===== src/rtl/reg_file_wr_arbiter.sv =====
// reg_file_wr_arbiter: round-robin merge of ALU (A) and load (B) writebacks onto one reg_file write port
// Ports:
//   clk, rst_n               clock, asynchronous active-low reset
//   a_valid/a_ready/a_addr/a_data   requester A push handshake and entry
//   b_valid/b_ready/b_addr/b_data   requester B push handshake and entry
//   wren/wr/wd               registered reg_file write port
//   q_addr/q_pending         combinational in-flight destination lookup
//   idle                     both FIFOs empty and no write this cycle
module reg_file_wr_arbiter #(
  parameter int DEPTH = 2,
  parameter int AW = 5,
  parameter int DW = 32,
  parameter bit DROP_X0 = 1'b1
) (
  input  logic          clk,
  input  logic          rst_n,
  input  logic          a_valid,
  output logic          a_ready,
  input  logic [AW-1:0] a_addr,
  input  logic [DW-1:0] a_data,
  input  logic          b_valid,
  output logic          b_ready,
  input  logic [AW-1:0] b_addr,
  input  logic [DW-1:0] b_data,
  output logic          wren,
  output logic [AW-1:0] wr,
  output logic [DW-1:0] wd,
  input  logic [AW-1:0] q_addr,
  output logic          q_pending,
  output logic          idle
);
  localparam int IW = $clog2(DEPTH);
  localparam int PW = IW + 1;
  logic [AW+DW-1:0] a_mem [DEPTH];
  logic [AW+DW-1:0] b_mem [DEPTH];
  logic [PW-1:0] a_wp, a_rp, b_wp, b_rp, a_cnt, b_cnt;
  logic a_ne, b_ne, a_push, b_push, gnt_a, gnt_b, last_b, hit;
  logic [AW+DW-1:0] sel;
  assign a_ne = a_wp != a_rp;
  assign b_ne = b_wp != b_rp;
  // pointers carry an extra wrap bit: full when wrap bits differ and indices match
  assign a_ready = !((a_wp[IW] != a_rp[IW]) && (a_wp[IW-1:0] == a_rp[IW-1:0]));
  assign b_ready = !((b_wp[IW] != b_rp[IW]) && (b_wp[IW-1:0] == b_rp[IW-1:0]));
  assign a_push = a_valid && a_ready;
  assign b_push = b_valid && b_ready;
  // last_b resets to 1 so A wins the first tie
  assign gnt_a = a_ne && (!b_ne || last_b);
  assign gnt_b = b_ne && !gnt_a;
  assign sel = gnt_a ? a_mem[a_rp[IW-1:0]] : b_mem[b_rp[IW-1:0]];
  assign a_cnt = a_wp - a_rp;
  assign b_cnt = b_wp - b_rp;
  // slot i is live when its distance from the read pointer is below the fill count
  always_comb begin
    hit = wren && (wr == q_addr);
    for (int i = 0; i < DEPTH; i++) begin
      hit = hit | (({1'b0, IW'(i) - a_rp[IW-1:0]} < a_cnt) && (a_mem[i][AW+DW-1:DW] == q_addr));
      hit = hit | (({1'b0, IW'(i) - b_rp[IW-1:0]} < b_cnt) && (b_mem[i][AW+DW-1:DW] == q_addr));
    end
  end
  assign q_pending = hit && !(DROP_X0 && (q_addr == '0));
  assign idle = !a_ne && !b_ne && !wren;
  always_ff @(posedge clk) begin
    if (a_push) a_mem[a_wp[IW-1:0]] <= {a_addr, a_data};
    if (b_push) b_mem[b_wp[IW-1:0]] <= {b_addr, b_data};
  end
  always_ff @(posedge clk or negedge rst_n) begin
    if (!rst_n) begin
      a_wp <= '0;
      a_rp <= '0;
      b_wp <= '0;
      b_rp <= '0;
      last_b <= 1'b1;
      wren <= 1'b0;
      wr <= '0;
      wd <= '0;
    end else begin
      if (a_push) a_wp <= a_wp + PW'(1);
      if (b_push) b_wp <= b_wp + PW'(1);
      if (gnt_a) a_rp <= a_rp + PW'(1);
      if (gnt_b) b_rp <= b_rp + PW'(1);
      // round-robin state only moves on a genuine tie
      if (a_ne && b_ne) last_b <= gnt_b;
      wren <= (gnt_a || gnt_b) && !(DROP_X0 && (sel[AW+DW-1:DW] == '0));
      if (gnt_a || gnt_b) {wr, wd} <= sel;
    end
  end
endmodule

===== config.mk =====
export PLATFORM = sky130hd
export DESIGN_NAME = reg_file_wr_arbiter
export DESIGN_NICKNAME = d
export VERILOG_FILES = /design/src/rtl/reg_file_wr_arbiter.sv
export SDC_FILE = /design/constraint.sdc
export NUM_CORES = 1
export LEC_CHECK = 0
export CORE_ASPECT_RATIO = 1.5
export CORE_UTILIZATION = 58
export DETAILED_ROUTE_END_ITERATION = 8
export PLACE_DENSITY = 0.85
export SYNTH_ARGS = -nofsm -noshare
export SYNTH_HDL_FRONTEND = slang
export SYNTH_SLANG_ARGS = --single-unit
export TNS_END_PERCENT = 10

===== constraint.sdc =====
create_clock -name clk -period 4.95 [get_ports clk]
set_input_delay 0.495 -clock clk [delete_from_list [all_inputs] [get_ports clk]]
set_output_delay 0.495 -clock clk [all_outputs]
set_load 0.05 [all_outputs]

==> results.py <==
metrics = {
    "run_status": {
        "status": "finished clean",
    },
    "finish": {
        "drive_gt1_share_pct": 13.7,
        "final_core_util_pct": 74.8,
        "seqCellArea_um2": 5620,
        "n_fill_cell": 784,
        "antennaDiodeCount": 0,
        "multi_input_area_um2": 2160,
        "area_growth_pct": 24.3,
        "nNetsFinal": 709,
    },
    "worst_setup_path": {
        "end_kind": "output pin",
        "critPathMostFrequentCell": "ha_1",
        "path_class": "reg -> out",
        "arrival_ps": 3070,
        "reg2reg_from": "b_wp[0]",
        "path_depth": 8,
        "cp-start-kind": "flip-flop",
        "path_cells": "ha_1, inv_1, ha_1, o21ai_0, o22ai_1, nor3_1, a21oi_1, clkdlybuf4s50_1",
        "endpoint": "q_pending",
        "reg2reg_slack_ps": 2070,
        "startpoint": "a_rp[0]",
        "cpPeakStageDelay_ps": 760,
        "cp_top_family": "flip-flops",
        "r2r-end": "wd[1]",
        "r2r_cells": 7,
        "crit_buf_inv": 2,
        "critPathMaxFanout": 20,
        "crit_slowest_cell": "dfrtp_2",
        "critPathRequiredTime_ps": 4450,
    },
    "timing": {
        "tns_ps": 0,
        "clock_skew_ps": 13.2,
        "rsz0062_at_grt": "false",
        "worst_slew_pin_slew_ps": 1210,
        "slew_viol_final": 0,
        "setup_violations": 0,
        "fmax_ghz": 0.280,
        "relSlewSlack_pct": 19.4,
        "period_share_pct": 72.0,
        "hold_viol_final": 0,
        "min_period_ps": 3570,
    },
    "power": {
        "p_leak_nw": 3.61,
        "irDropWorstVdd_mv": 0.443,
        "p_per_area_nw_per_um2": 751,
    },
    "clock_network": {
        "cts.repair.resized": 0,
        "worstSkewPairLatency_ps": 420,
        "cts_root_buf": "clkbuf_16",
        "clkTransAtPathRegs_ps": 80,
        "clock_path_buffers": 2,
        "cts_max_level": 4,
        "cts_setup_buffers": 0,
        "cts_tree": "done",
        "numCtsBuffers": 17,
        "cts_sinks": 195,
        "cts_hold_buf": 0,
    },
    "detailed_routing": {
        "avgRoutedWirePerCell_um": 20.5,
        "drt_pass1_iterations": 4,
        "via_count": 4533,
        "vias_per_cell": 5.72,
        "drt_wl_total_mm": 16.2,
        "drcViolationCount": 0,
        "final_antenna_net_count": 0,
        "dr.first_iter.drc_count": 280,
    },
    "yosys": {
        "synth_warnings": 0,
        "syn_nets": 585,
        "yosysTopAreaCell": "edfxtp_1",
        "synth.avg_cell_area_um2": 15.9,
        "yosysTopAreaCellShare_pct": 56.2,
        "ys_top_cells_by_area": "edfxtp_1 56%, dfrtp_1 15%, mux2i_1 9.5%",
        "ys.flop_type": "edfxtp_1",
        "synthArstFlopShare_pct": 24.1,
        "synth_edf_count": 148,
        "netlist-cell-type-count": 33,
        "synth-seq-area-share_pct": 71.1,
        "netlist_area_um2": 7910,
        "synth_cells": 496,
        "ys_seq_elements": 195,
    },
    "place": {
        "gp_congestion": 0.928,
        "port_buffers": 124,
        "place_hpwl_mm": 10.5,
    },
    "floorplanning": {
        "num_rows": 51,
        "die_height_um": 145,
        "fp.dieArea_um2": 14100,
        "initial_utilization_pct": 60.2,
        "die_x_um": 97.4,
        "num_io_pins": 125,
        "core_um2": 13100,
    },
    "global_route": {
        "overflow": 0,
        "grt_pass1_wl_mm": 25.6,
        "grt_pass1_vias": 4975,
        "antenna_found_initial": 0,
        "grt_max_degree": 48,
        "grt_usage_pct": 24.1,
    },
    "run": {
        "maxCapViolations": 0,
    },
    "worst_hold_path": {
        "hold_path.class": "in -> async",
    },
}
[cell families after synthesis]
kind of cell	Yosys count	share of synthesized area, %
multiplexers	111	14.7
flip-flops	195	71.1
buffers and inverters	32	2.06
AO/OA/AOI/OAI	46	3.21
AND/OR/NAND/NOR	70	3.97
adder cells (fa/ha/maj)	6	0.949
XOR/XNOR	36	4.08
[sequential cells by signal (all words and copies together) (netlist names)]
signal and flops:
b_rp 2, wr 5, b_mem 74, last_b 1, a_rp 2, a_mem 74, a_wp 2, b_wp 2
wd 32, wren 1
[worst min path at each step]
stage / start / end / slack (ps) / depth (start not counted)
after floorplan: rst_n / a_rp[0] / 200 / 0
after global placement: wd[31] / wd[31] / 460 / 2
after detailed placement: a_wp[1] / a_wp[1] / 480 / 1
after CTS: rst_n / wd[29] / 220 / 2
after global routing: rst_n / wd[24] / 240 / 2
final: rst_n / wd[6] / 210 / 2
[stage by stage]
step                power [mW]  area (µm²)  hold WS [ps]  setup slack (ps)  instances
floorplan                 5.21        7910           199              1520        496
global placement          6.03        9290           463              1850        760
detailed placement        6.16        9290           476              1750        760
CTS                       7.43        9830           218              1380        792
global route              7.75        9830           243              1210        792
finish                    7.39        9830           209              1380        792
[where the power goes]
group / switching (mW) / internal (mW)
sequential: 0.310 / 2.46
clock: 0.591 / 0.665
combinational: 2.02 / 1.34
[area by class of cell]
cell class | count | area share [%]
sequential | 195 | 57.2
clock buffer | 19 | 4.50
clock inverter | 13 | 1.03
timing repair buffer | 131 | 13.1
tap | 159 | 2.02
inverter | 6 | 0.229
multi-input combinational | 269 | 21.9
[cell usage after synthesis, types with 2 or more instances]
master    number
nand2b_1       2
o21ai_0        4
edfxtp_1     148
a21oi_1        2
nor2_1         7
nor3_1         8
clkbuf_1      12
nand2_1       41
buf_2         10
nand3_1        2
nand4_1        4
mux2i_1       75
xor2_1         9
dfrtp_1       46
xnor2_1       26
o211ai_1       3
buf_6          4
inv_1          6
mux2_2        35
ha_1           6
o21ai_1       34
[metal layers]
layer	up-vias	wire length, µm	GRT usage (%)
met3	38	542	4.91
met4	0	523	11.7
li1	2069	-	-
met2	138	8740	42.3
met1	2288	6430	28.0
met5	-	0	0
[layout by cell type, fill, tap and decap left out, types with 3 or more instances in the layout]
cell / synthesis / layout
buf_4: 0 / 7
clkbuf_16: 0 / 17
clkdlybuf4s50_1: 0 / 123
clkinv_2: 0 / 3
clkinvlp_4: 0 / 3
dfrtp_1: 46 / 44
edfxtp_1: 148 / 148
ha_1: 6 / 6
inv_1: 6 / 6
inv_6: 0 / 4
mux2_2: 35 / 35
mux2i_1: 75 / 75
nand2_1: 41 / 41
nand4_1: 4 / 4
nor2_1: 7 / 3
nor2_4: 1 / 5
nor3_1: 8 / 8
o211ai_1: 3 / 3
o21ai_0: 4 / 4
o21ai_1: 34 / 34
xnor2_1: 26 / 26
xor2_1: 9 / 9
No activity file was read; power rests on OpenSTA's default activity.
